$ cat config.mk
export PLATFORM = sky130hd
export DESIGN_NAME = truth_table_sequencer
export DESIGN_NICKNAME = d
export VERILOG_FILES = /design/src/rtl/truth_table_sequencer.sv
export SDC_FILE = /design/constraint.sdc
export NUM_CORES = 1
export LEC_CHECK = 0
export CORE_MARGIN = 2
export CORE_UTILIZATION = 50
export CTS_CLUSTER_SIZE = 16
export DETAILED_ROUTE_END_ITERATION = 7
export PLACE_DENSITY_LB_ADDON = 0.12
export SETUP_SLACK_MARGIN = 0.05
export SYNTH_ARGS = -nofsm -noshare
export SYNTH_HDL_FRONTEND = slang
export SYNTH_SLANG_ARGS = --single-unit
$ cat constraint.sdc
create_clock -name clk -period 2.5 [get_ports clk]
set_input_delay 0.25 -clock clk [delete_from_list [all_inputs] [get_ports clk]]
set_output_delay 0.25 -clock clk [all_outputs]
set_load 0.05 [all_outputs]
$ cat src/rtl/truth_table_sequencer.sv
// rtl/truth_table_sequencer.sv - self-test sweep of a 2-input basic-gate unit
// Drives (a,b) through 00..11, samples the seven gate outputs after a settle time and reports mismatches.
module truth_table_sequencer #(
   parameter int SETTLE_CYCLES = 2
) (
   input  logic       clk,
   input  logic       rst_n,
   input  logic       start,
   input  logic       abort,
   output logic       gate_a,
   output logic       gate_b,
   input  logic [6:0] obs,
   output logic       busy,
   output logic       row_valid,
   output logic [1:0] row_idx,
   output logic [6:0] row_err,
   output logic [6:0] fail_vec,
   output logic [2:0] first_fail,
   output logic       done,
   output logic       pass
);

   typedef enum logic [1:0] {IDLE, SETTLE, CHECK, DONE} state_t;

   localparam logic [3:0] CNT_LAST = 4'(SETTLE_CYCLES - 1);

   state_t     state;
   state_t     state_nxt;
   logic [1:0] row;
   logic [3:0] cnt;
   logic [6:0] exp_obs;
   logic [6:0] err;

   // Bit order matches obs: {xnor, xor, nor, nand, not_a, or, and}.
   assign exp_obs = {~(gate_a ^ gate_b), gate_a ^ gate_b, ~(gate_a | gate_b),
                     ~(gate_a & gate_b), ~gate_a, gate_a | gate_b, gate_a & gate_b};
   assign err     = obs ^ exp_obs;
   assign busy    = (state == SETTLE) || (state == CHECK);

   always_ff @(posedge clk or negedge rst_n) begin
      if (!rst_n) begin
         state <= IDLE;
      end else begin
         state <= state_nxt;
      end
   end

   always_comb begin
      state_nxt = state;
      case (state)
         IDLE: begin
            if (start && !abort) state_nxt = SETTLE;
         end
         SETTLE: begin
            if (abort)                 state_nxt = IDLE;
            else if (cnt == CNT_LAST)  state_nxt = CHECK;
         end
         CHECK: begin
            if (abort)                 state_nxt = IDLE;
            else if (row == 2'd3)      state_nxt = DONE;
            else                       state_nxt = SETTLE;
         end
         DONE: begin
            state_nxt = IDLE;
         end
         default: state_nxt = IDLE;
      endcase
   end

   always_ff @(posedge clk or negedge rst_n) begin
      if (!rst_n) begin
         gate_a     <= 1'b0;
         gate_b     <= 1'b0;
         row        <= 2'd0;
         cnt        <= 4'd0;
         row_valid  <= 1'b0;
         row_idx    <= 2'd0;
         row_err    <= 7'd0;
         fail_vec   <= 7'd0;
         first_fail <= 3'd0;
         done       <= 1'b0;
         pass       <= 1'b0;
      end else begin
         row_valid <= 1'b0;
         done      <= 1'b0;
         case (state)
            IDLE: begin
               if (start && !abort) begin
                  row        <= 2'd0;
                  gate_a     <= 1'b0;
                  gate_b     <= 1'b0;
                  cnt        <= 4'd0;
                  fail_vec   <= 7'd0;
                  first_fail <= 3'd0;
                  pass       <= 1'b0;
               end
            end
            SETTLE: begin
               if (abort) begin
                  gate_a <= 1'b0;
                  gate_b <= 1'b0;
                  pass   <= 1'b0;
               end else begin
                  cnt <= cnt + 4'd1;
               end
            end
            CHECK: begin
               if (abort) begin
                  gate_a <= 1'b0;
                  gate_b <= 1'b0;
                  pass   <= 1'b0;
               end else begin
                  row_valid <= 1'b1;
                  row_idx   <= row;
                  row_err   <= err;
                  fail_vec  <= fail_vec | err;
                  if (!first_fail[2] && (err != 7'd0)) first_fail <= {1'b1, row};
                  // Row 3 is the last; the counter stops there instead of wrapping.
                  if (row != 2'd3) begin
                     row              <= row + 2'd1;
                     {gate_a, gate_b} <= row + 2'd1;
                     cnt              <= 4'd0;
                  end
               end
            end
            DONE: begin
               done   <= 1'b1;
               pass   <= (fail_vec == 7'd0);
               gate_a <= 1'b0;
               gate_b <= 1'b0;
            end
            default: ;
         endcase
      end
   end

endmodule
==> metrics <==
status completed; dominant synthesized flop cell dfrtp_1; # placed instances 235; worst reg2reg setup slack 0.51 ns; initial antenna violation count 0; clk root buf clkbuf_4; Post-synth EDFFs 0; fin crit period 2.210 ns; layout cells sized above 1 8.040%; Setup TNS Final 0 ns; clock-pin slew on the worst setup and hold paths 0.10 ns; Worst setup SP type flip-flop; P_leak 0.9773 nW; largest stage delay on the critical path 0.81 ns; CTS HTree Levels 2; dpl ws 0.4904 ns; Max clock buf depth 2; CTS sink count 32; total power 2.522 mW; ant diodes 0; Post-DRT Antenna Nets 0; total track usage 21.22%; synth unique cells 42; VDD IR max 0.0005064 V; sequential-to-total area share from yosys stat 48.30%; vias in the first global route 1277; Filler cells 287; FF/Latch Area 800.8 µm²; Critical Path RT 2.25 ns; Final GP Congestion 0.7949; r2r endpoint first_fail[2]$_DFFE_PN0P_; area of the multi-input gates 792.0 µm²; RSZ-0062 raised after global routing false; drt via density 5.412; Least-Margin Pin Slew 0.5152 ns; pwr dens 1190 nW/µm²; Total Wirelength 3.407 mm; largest net degree at the start of global routing 33; Avg Cell Area, Syn 10.36 µm²; Clock Skew 0.006499 ns; Hold/Removal Path Class in -> async; crit path capture type output port; Die X 61.58 µm; Final Core Density 68.31%; Mapped Area 1658 µm²; setup bufs post-CTS 0; final worst slack 0.2902 ns; fmax 452.5 MHz; Cell Chain, Critical Path inv_1, ha_1, clkdlybuf4s50_1; row cnt 20; Reg2Reg Launch Point state[0]$_DFFE_PN0P_; WL per Instance 14.02 µm; Synth Instances 160; grt ovf 0; Reg2Reg Depth 5; Inserted Clock Buffers 5; CTS tree built; drt drc 0; Starting DRT DRC Count 52; chip height 61.58 µm; fin crit share 88.39%; clock network latency to the later pin of the worst-skew pair 0.33 ns; CTS hold repair buffers 0; total core area 3103 µm²; Die ar. 3792 µm²; Yosys reg bits 32; dpl hpwl 2.629 mm; CP max FO 4; cts repair resizes 0; area delta synth->final 27.85%; I/O pin total 36; vias post-DR 1315; crit path DAT 1.96 ns; net count after synthesis 181; Initial Util 53.43%; critical setup path kind reg -> out; max_slew headroom 65.55%; number of max-cap violations 0; final net count 219; first-pass GRT wire length 5.782 mm; critical path's slowest cell clkdlybuf4s50_1; asr flop ratio synth 100.0%; number of port buffers 35; Fin. Hold Viols 0; Layout Cells excl Fill 243; Finish-stage setup viols 0; First-pass DRT Iterations 4; Yosys Warn Count 0; max-slew violations 0
==> registers in the layout (all words and copies together) (netlist names), 2 cells and up <==
register    flops
state           2
first_fail      3
row_idx         2
cnt             4
row_err         7
fail_vec        7
row             2
==> layout make-up <==
type | count | area share (%)
tap | 44 | 2.597
inverter | 8 | 1.417
sequential | 32 | 37.78
multi-input combinational | 114 | 37.37
clock inverter | 2 | 1.653
clock buffer | 6 | 1.948
timing repair buffer | 37 | 17.24
==> cells in the final DEF (no fill, tap or decap), types with 5 or more instances in the layout <==
master,n
nor2_1,12
ha_1,10
dfrtp_1,32
o21a_1,7
o21ai_0,7
nand2_1,18
inv_1,5
clkbuf_4,5
clkdlybuf4s50_1,35
==> per-stage QoR <==
| stage | area, µm² | hold slack, ns |
|---|---|---|
| 5_1_grt | 2120 | 0.3474 |
| 4_1_cts | 2120 | 0.3165 |
| 3_5_place_dp | 2043 | 0.4639 |
| 6_report | 2120 | 0.3103 |
| 2_1_floorplan | 1658 | -0.04559 |
| 3_3_place_gp | 2043 | 0.4608 |
==> Yosys cell counts (2+ instances only) <==
cell      count  area (µm²)
a21oi_1       2       10.01
a22o_1        4       35.03
a32o_1        2       20.02
and3b_1       2       17.52
buf_2         4       20.02
dfrtp_1      32       800.8
ha_1         10       125.1
inv_1         5       18.77
inv_2         3       11.26
mux2_1        2       22.52
mux2i_1       3       30.03
nand2_1      18       67.56
nand2b_1      3       18.77
nand3_1       3       15.01
nor2_1       12       45.04
nor2b_1       3       18.77
nor3_1        4       20.02
nor3b_1       4       30.03
o21a_1        7       52.55
o21ai_0       7       35.03
o21ai_1       3       15.01
o31ai_1       2       15.01
xnor2_1       3       26.28
xor2_1        4       35.03
==> worst max-delay path by stage <==
stage,startpoint,endpoint,slack (ns)
after global routing,state[0]$_DFFE_PN0P_,busy,0.21
after detailed placement,abort,cnt[3]$_DFFE_PN0P_,0.49
after CTS,state[0]$_DFFE_PN0P_,busy,0.28
after global placement,gate_a$_DFFE_PN0P_,first_fail[1]$_DFFE_PN0P_,0.55
after floorplan,gate_a$_DFFE_PN0P_,first_fail[0]$_DFFE_PN0P_,0.32
final,state[0]$_DFFE_PN0P_,busy,0.29
==> critical path, delay by kind of cell, from the launching register on <==
family                   cells  cell delay (ns)
buffers and inverters        2             0.91
adder cells (fa/ha/maj)      1             0.32
flip-flops                   1             0.39
==> per-layer routing <==
layer / global-route usage, % / up-vias / wire, µm
li1: - / 638 / -
met3: 6.303 / 8 / 159
met4: 8.511 / 0 / 68
met1: 26.93 / 631 / 1487
met5: 0 / - / 0
met2: 33.98 / 38 / 1691
==> cells by family after synthesis <==
group	after synthesis	share of synthesized area, %
AOI/OAI and AO/OA	35	15.25
adders and majority gates	10	7.547
DFF	32	48.30
muxes	6	3.849
and+or+nand+nor	56	17.43
buffers and inverters	14	3.924
xor gates and xnor gates	7	3.698
==> power breakdown <==
part	switching (mW)	internal, mW	total [mW]
Sequential	0.119	0.680	0.799
Clock	0.175	0.210	0.384
Combinational	0.860	0.479	1.34
(Power assumes the default switching activity.)
==> variant 1 (config.mk and constraints unchanged) <==
Put one more register stage on the output `row_err`, cleared by the reset. The value now appears one clock later. The other outputs are not delayed to match.
--- a/src/rtl/truth_table_sequencer.sv
+++ b/src/rtl/truth_table_sequencer.sv
@@ -25,2 +25,4 @@
    localparam logic [3:0] CNT_LAST = 4'(SETTLE_CYCLES - 1);
+
+   logic [6:0] row_err_s0;
 
@@ -77,3 +79,3 @@
          row_idx    <= 2'd0;
-         row_err    <= 7'd0;
+         row_err_s0 <= 7'd0;
          fail_vec   <= 7'd0;
@@ -114,3 +116,3 @@
                   row_idx   <= row;
-                  row_err   <= err;
+                  row_err_s0 <= err;
                   fail_vec  <= fail_vec | err;
@@ -136,2 +138,10 @@
 
+   always_ff @(posedge clk or negedge rst_n) begin
+      if (!rst_n) begin
+         row_err <= '0;
+      end else begin
+         row_err <= row_err_s0;
+      end
+   end
+
 endmodule
Behaviour: not the same (a bounded check fails within 10 cycles, from zero or initial values and one cycle with rst_n low).
==> variant 1 against the original RTL <==
- design area rose by 10%
- sequential cell count rose by 7
- wire length grew 7.1%
- final cell count increased by 4.5%
- register-to-register slack lost 130 ps
- area after synthesis up 14%
- setup slack improved by 36 ps
- sequential power rose by 23%
- via count grew 2.9%
- die area rose by 13%
- maximum frequency rose by 1.6%
- total power grew 8.1%
- hold slack lost 260 ps
- largest power group unchanged
- highest routed layer unchanged
==> variant 1: results (changes against the original RTL) <==
stage,metric,value,unit,change
finish,drive_gt1_share,6.31,%,was 8.04%
global_route,grt_max_degree,40,,was 33
detailed_routing,drt_first_iter_violations,58,,was 52
synthesis,synth_nets,190,,was 181
power,p_sw_share,44.0,%,was 45.7%
finish,top_regs,"fail_vec x7, row_err x7, row_err_s0 x7",,"was fail_vec x7, row_err x7, cnt x4"
synthesis,synth.area.top_cells,"dfrtp_1 52%, ha_1 6.6%, nand2_1 3.2%",,"was dfrtp_1 48%, ha_1 7.5%, nand2_1 4.1%"
finish,num-nets-final,226,,was 219
synthesis,yosysWarnings,0,,unchanged
outcome,status,completed,,unchanged
worst_setup_path,rr_endpoint,first_fail[1],,was first_fail[2]
sta,worst_pin_slew,813,ps,was 515 ps
synthesis,synth.top_cells.by_count,"39 x dfrtp_1, 16 x nand2_1, 13 x nor2_1, 10 x ha_1, 9 x inv_1",,"was 32 x dfrtp_1, 18 x nand2_1, 12 x nor2_1, 10 x ha_1"
power,p_seq,0.000983,W,was 0.000799 W
worst_setup_path,r2r_cells,6,,was 5
detailed_routing,vias,1353,,was 1315
power,p_int,0.00153,W,was 0.00137 W
power,vdd_ir_drop_max,0.684,mV,was 0.506 mV
synthesis,yosysUniqueCellTypes,40,,was 42
global_route,grt_pass1_wl,6330,um,was 5780 um
place,gp_congestion,0.792,,was 0.795
place,pre_cts_slack,390,ps,was 490 ps
synthesis,yosysSeqAreaShare,51.8,%,was 48.3%
clock_network,path_clk_slew,70,ps,was 100 ps
worst_setup_path,rrSetupSlack,380,ps,was 510 ps
sta,fin_skew,4.00,ps,was 6.50 ps
clock_network,cts_root_buf,clkbuf_8,,was clkbuf_4
finish,fillers,311,,was 287
place,dp_hpwl,2850,um,was 2630 um
global_route,grt_util_all_layers,19.7,%,was 21.2%
clock_network,clkLatencyLatePin,290,ps,was 330 ps
[variant 1: cell types whose count changed in the layout (fill, tap and decap cells not counted), sizes merged, moves of 2 or more]
cell | unedited run | this run
a21oi | 3 | 1
a32o | 2 | 0
dfrtp | 32 | 39
mux2 | 3 | 6
nand2 | 18 | 16
nor2b | 3 | 1
o211ai | 1 | 4
or2 | 1 | 3
[variant 1: stage by stage]
stage | hold WS, ps | area, um^2 | utilization [%] | cells
5_1_grt | 127 | 2330 | 64.2 | 254
3_3_place_gp | 362 | 2250 | 61.9 | 246
6_report | 52.0 | 2330 | 64.2 | 254
3_5_place_dp | 364 | 2250 | 61.9 | 246
2_1_floorplan | -45.6 | 1890 | - | 169
4_1_cts | 82.5 | 2330 | 64.2 | 254
[variant 1: worst max-delay path: stages (launching register included)]
cell	delay [ps]
dfrtp_1	380
inv_1	100
ha_1	330
clkdlybuf4s50_1	820
[variant 1: layer usage]
| metal | vias up | track usage (%) | part of all wire [%] |
|---|---|---|---|
| met4 | 0 | 10.7 | 2.8 |
| met3 | 9 | 4.45 | 4.2 |
| met2 | 33 | 32.5 | 51 |
| li1 | 654 | - | - |
| met1 | 657 | 24.0 | 42 |
| met5 | - | 0 | 0 |
[variant 1: logic make-up after synthesis]
group / share of synthesized area [%]
muxes: 5.18
AOI/OAI and AO/OA: 14.7
buffers and inverters: 3.92
xor gates and xnor gates: 3.25
and+or+nand+nor: 14.6
adders and majority gates: 6.64
DFF: 51.8
[variant 1: area by class of cell]
| type | instances | share of cell area, % |
|---|---|---|
| Tap cell | 48 | 2.58 |
| Clock inverter | 1 | 0.215 |
| Sequential cell | 39 | 41.8 |
| Timing Repair Buffer | 35 | 14.8 |
| Multi-Input combinational cell | 115 | 35.8 |
| Clock buffer | 7 | 3.27 |
| Inverter | 9 | 1.45 |
==> variant 2 (same flow settings) <==
Without the edit above. Make the reset (`rst_n`) synchronous in 2 clocked blocks.
--- a/src/rtl/truth_table_sequencer.sv
+++ b/src/rtl/truth_table_sequencer.sv
@@ -39,3 +39,3 @@
 
-   always_ff @(posedge clk or negedge rst_n) begin
+   always_ff @(posedge clk) begin
       if (!rst_n) begin
@@ -69,3 +69,3 @@
 
-   always_ff @(posedge clk or negedge rst_n) begin
+   always_ff @(posedge clk) begin
       if (!rst_n) begin
Function: differs if rst_n is asserted again (counterexample within 4 cycles, from zero or initial values and one cycle with rst_n low); with rst_n held inactive, the same outputs for 10 cycles.
==> variant 2 against the original RTL <==
- wire length grew 5.5%
- final cell count up 11%
- sequential cell count is the same
- first-iteration DRC count down 5.8%
- design area fell by 0.12%
- area after synthesis grew 1.2%
- setup slack better by 35 ps
- sequential share of layout area is 7.5 points lower
- synthesized cell count is 17% higher
Power is not compared: it rests on default switching activity, and its combinational part moved more than twofold at a synthesized area within 25%.
==> variant 2: results (changes against the original RTL) <==
stage,metric,value,unit,change
clock_network,htreeDepth,2,,unchanged
place,place_area,2060,um^2,was 2040 um^2
synthesis,synth.area.mux_share,2.39,%,was 3.85%
finish,num-nets-final,243,,was 219
detailed_routing,met3_length,124,um,was 159 um
finish,drive_gt1_share,5.83,%,was 8.04%
place,numPlacedInstances,261,,was 235
global_route,grtUsageMet3,4.35,%,was 6.30%
detailed_routing,routed-wl-met2,1820,um,was 1690 um
synthesis,synthXorXnorAreaFrac,3.65,%,was 3.70%
sta,fin_skew,7.90,ps,was 6.50 ps
synthesis,synth_nets,208,,was 181
global_route,use_met2,35.2,%,was 34.0%
global_route,grt_max_degree,21,,was 33
finish,multi_input_area,968,um^2,was 792 um^2
outcome,status,completed,,unchanged
synthesis,synth.top_cells.by_count,"32 x dfxtp_1, 19 x nand2_1, 13 x nor2_1, 11 x a21boi_0, 10 x ha_1",,"was 32 x dfrtp_1, 18 x nand2_1, 12 x nor2_1, 10 x ha_1"
synthesis,yosysUniqueCellTypes,43,,was 42
finish,top_regs,"fail_vec x7, row_err x7, cnt x4",,unchanged
finish,fillers,295,,was 287
synthesis,ys_dominant_reg_cell,dfxtp_1,,was dfrtp_1
global_route,grt_pass1_vias,1315,,was 1277
synthesis,avgSynthCellArea,8.97,um^2,was 10.4 um^2
synthesis,synth.area.top_cells,"dfxtp_1 38%, ha_1 7.5%, a21boi_0 4.9%",,"was dfrtp_1 48%, ha_1 7.5%, nand2_1 4.1%"
synthesis,yosysSeqAreaShare,38.2,%,was 48.3%
detailed_routing,wire_per_inst,13.4,um,was 14.0 um
synthesis,synthArstFlopShare,0,%,was 100%
global_route,grt_util_all_layers,20.6,%,was 21.2%
detailed_routing,vias_per_cell,5.32,,was 5.41
place,pre_cts_slack,387,ps,was 490 ps
synthesis,synth-compound-area-share,21.0,%,was 15.2%
hold_path,hold_path_class,register to register,,was input pin to asynchronous set/reset pin
global_route,use_met1,25.5,%,was 26.9%
synthesis,synthAdderAreaFrac,7.46,%,was 7.55%
place,dp_hpwl,2770,um,was 2630 um
[variant 2: cell count changes after synthesis, sizes merged, moves of 3 or more]
| cell | change |
|---|---|
| a21boi | +11 |
| and2 | +4 |
| xnor2 | +3 |
| and3 | +3 |
| buf | -3 |
| o211a | +4 |
| xor2 | -3 |
| o21ai | -6 |
| dfrtp | -32 |
| mux2 | -3 |
| a22o | -4 |
| clkbuf | +6 |
| o211ai | +4 |
| dfxtp | +32 |
[variant 2: layout make-up]
| cell class | instances | share of cell area [%] |
|---|---|---|
| clock buffer | 8 | 2.78 |
| inverter | 7 | 1.24 |
| multi-input combinational | 139 | 45.7 |
| sequential | 32 | 30.3 |
| tap | 46 | 2.72 |
| timing repair buffer | 37 | 17.3 |
[variant 2: worst paths after layout]
kind                            cells past startpoint     endpoint  slack, ps        from
worst min-delay path                                2   row_err[1]        470  row_err[1]
worst max-delay path                                3         busy        330    state[0]
worst max register to register                      6  fail_vec[0]        410    state[0]
worst min register to register                      2   row_err[1]        470  row_err[1]
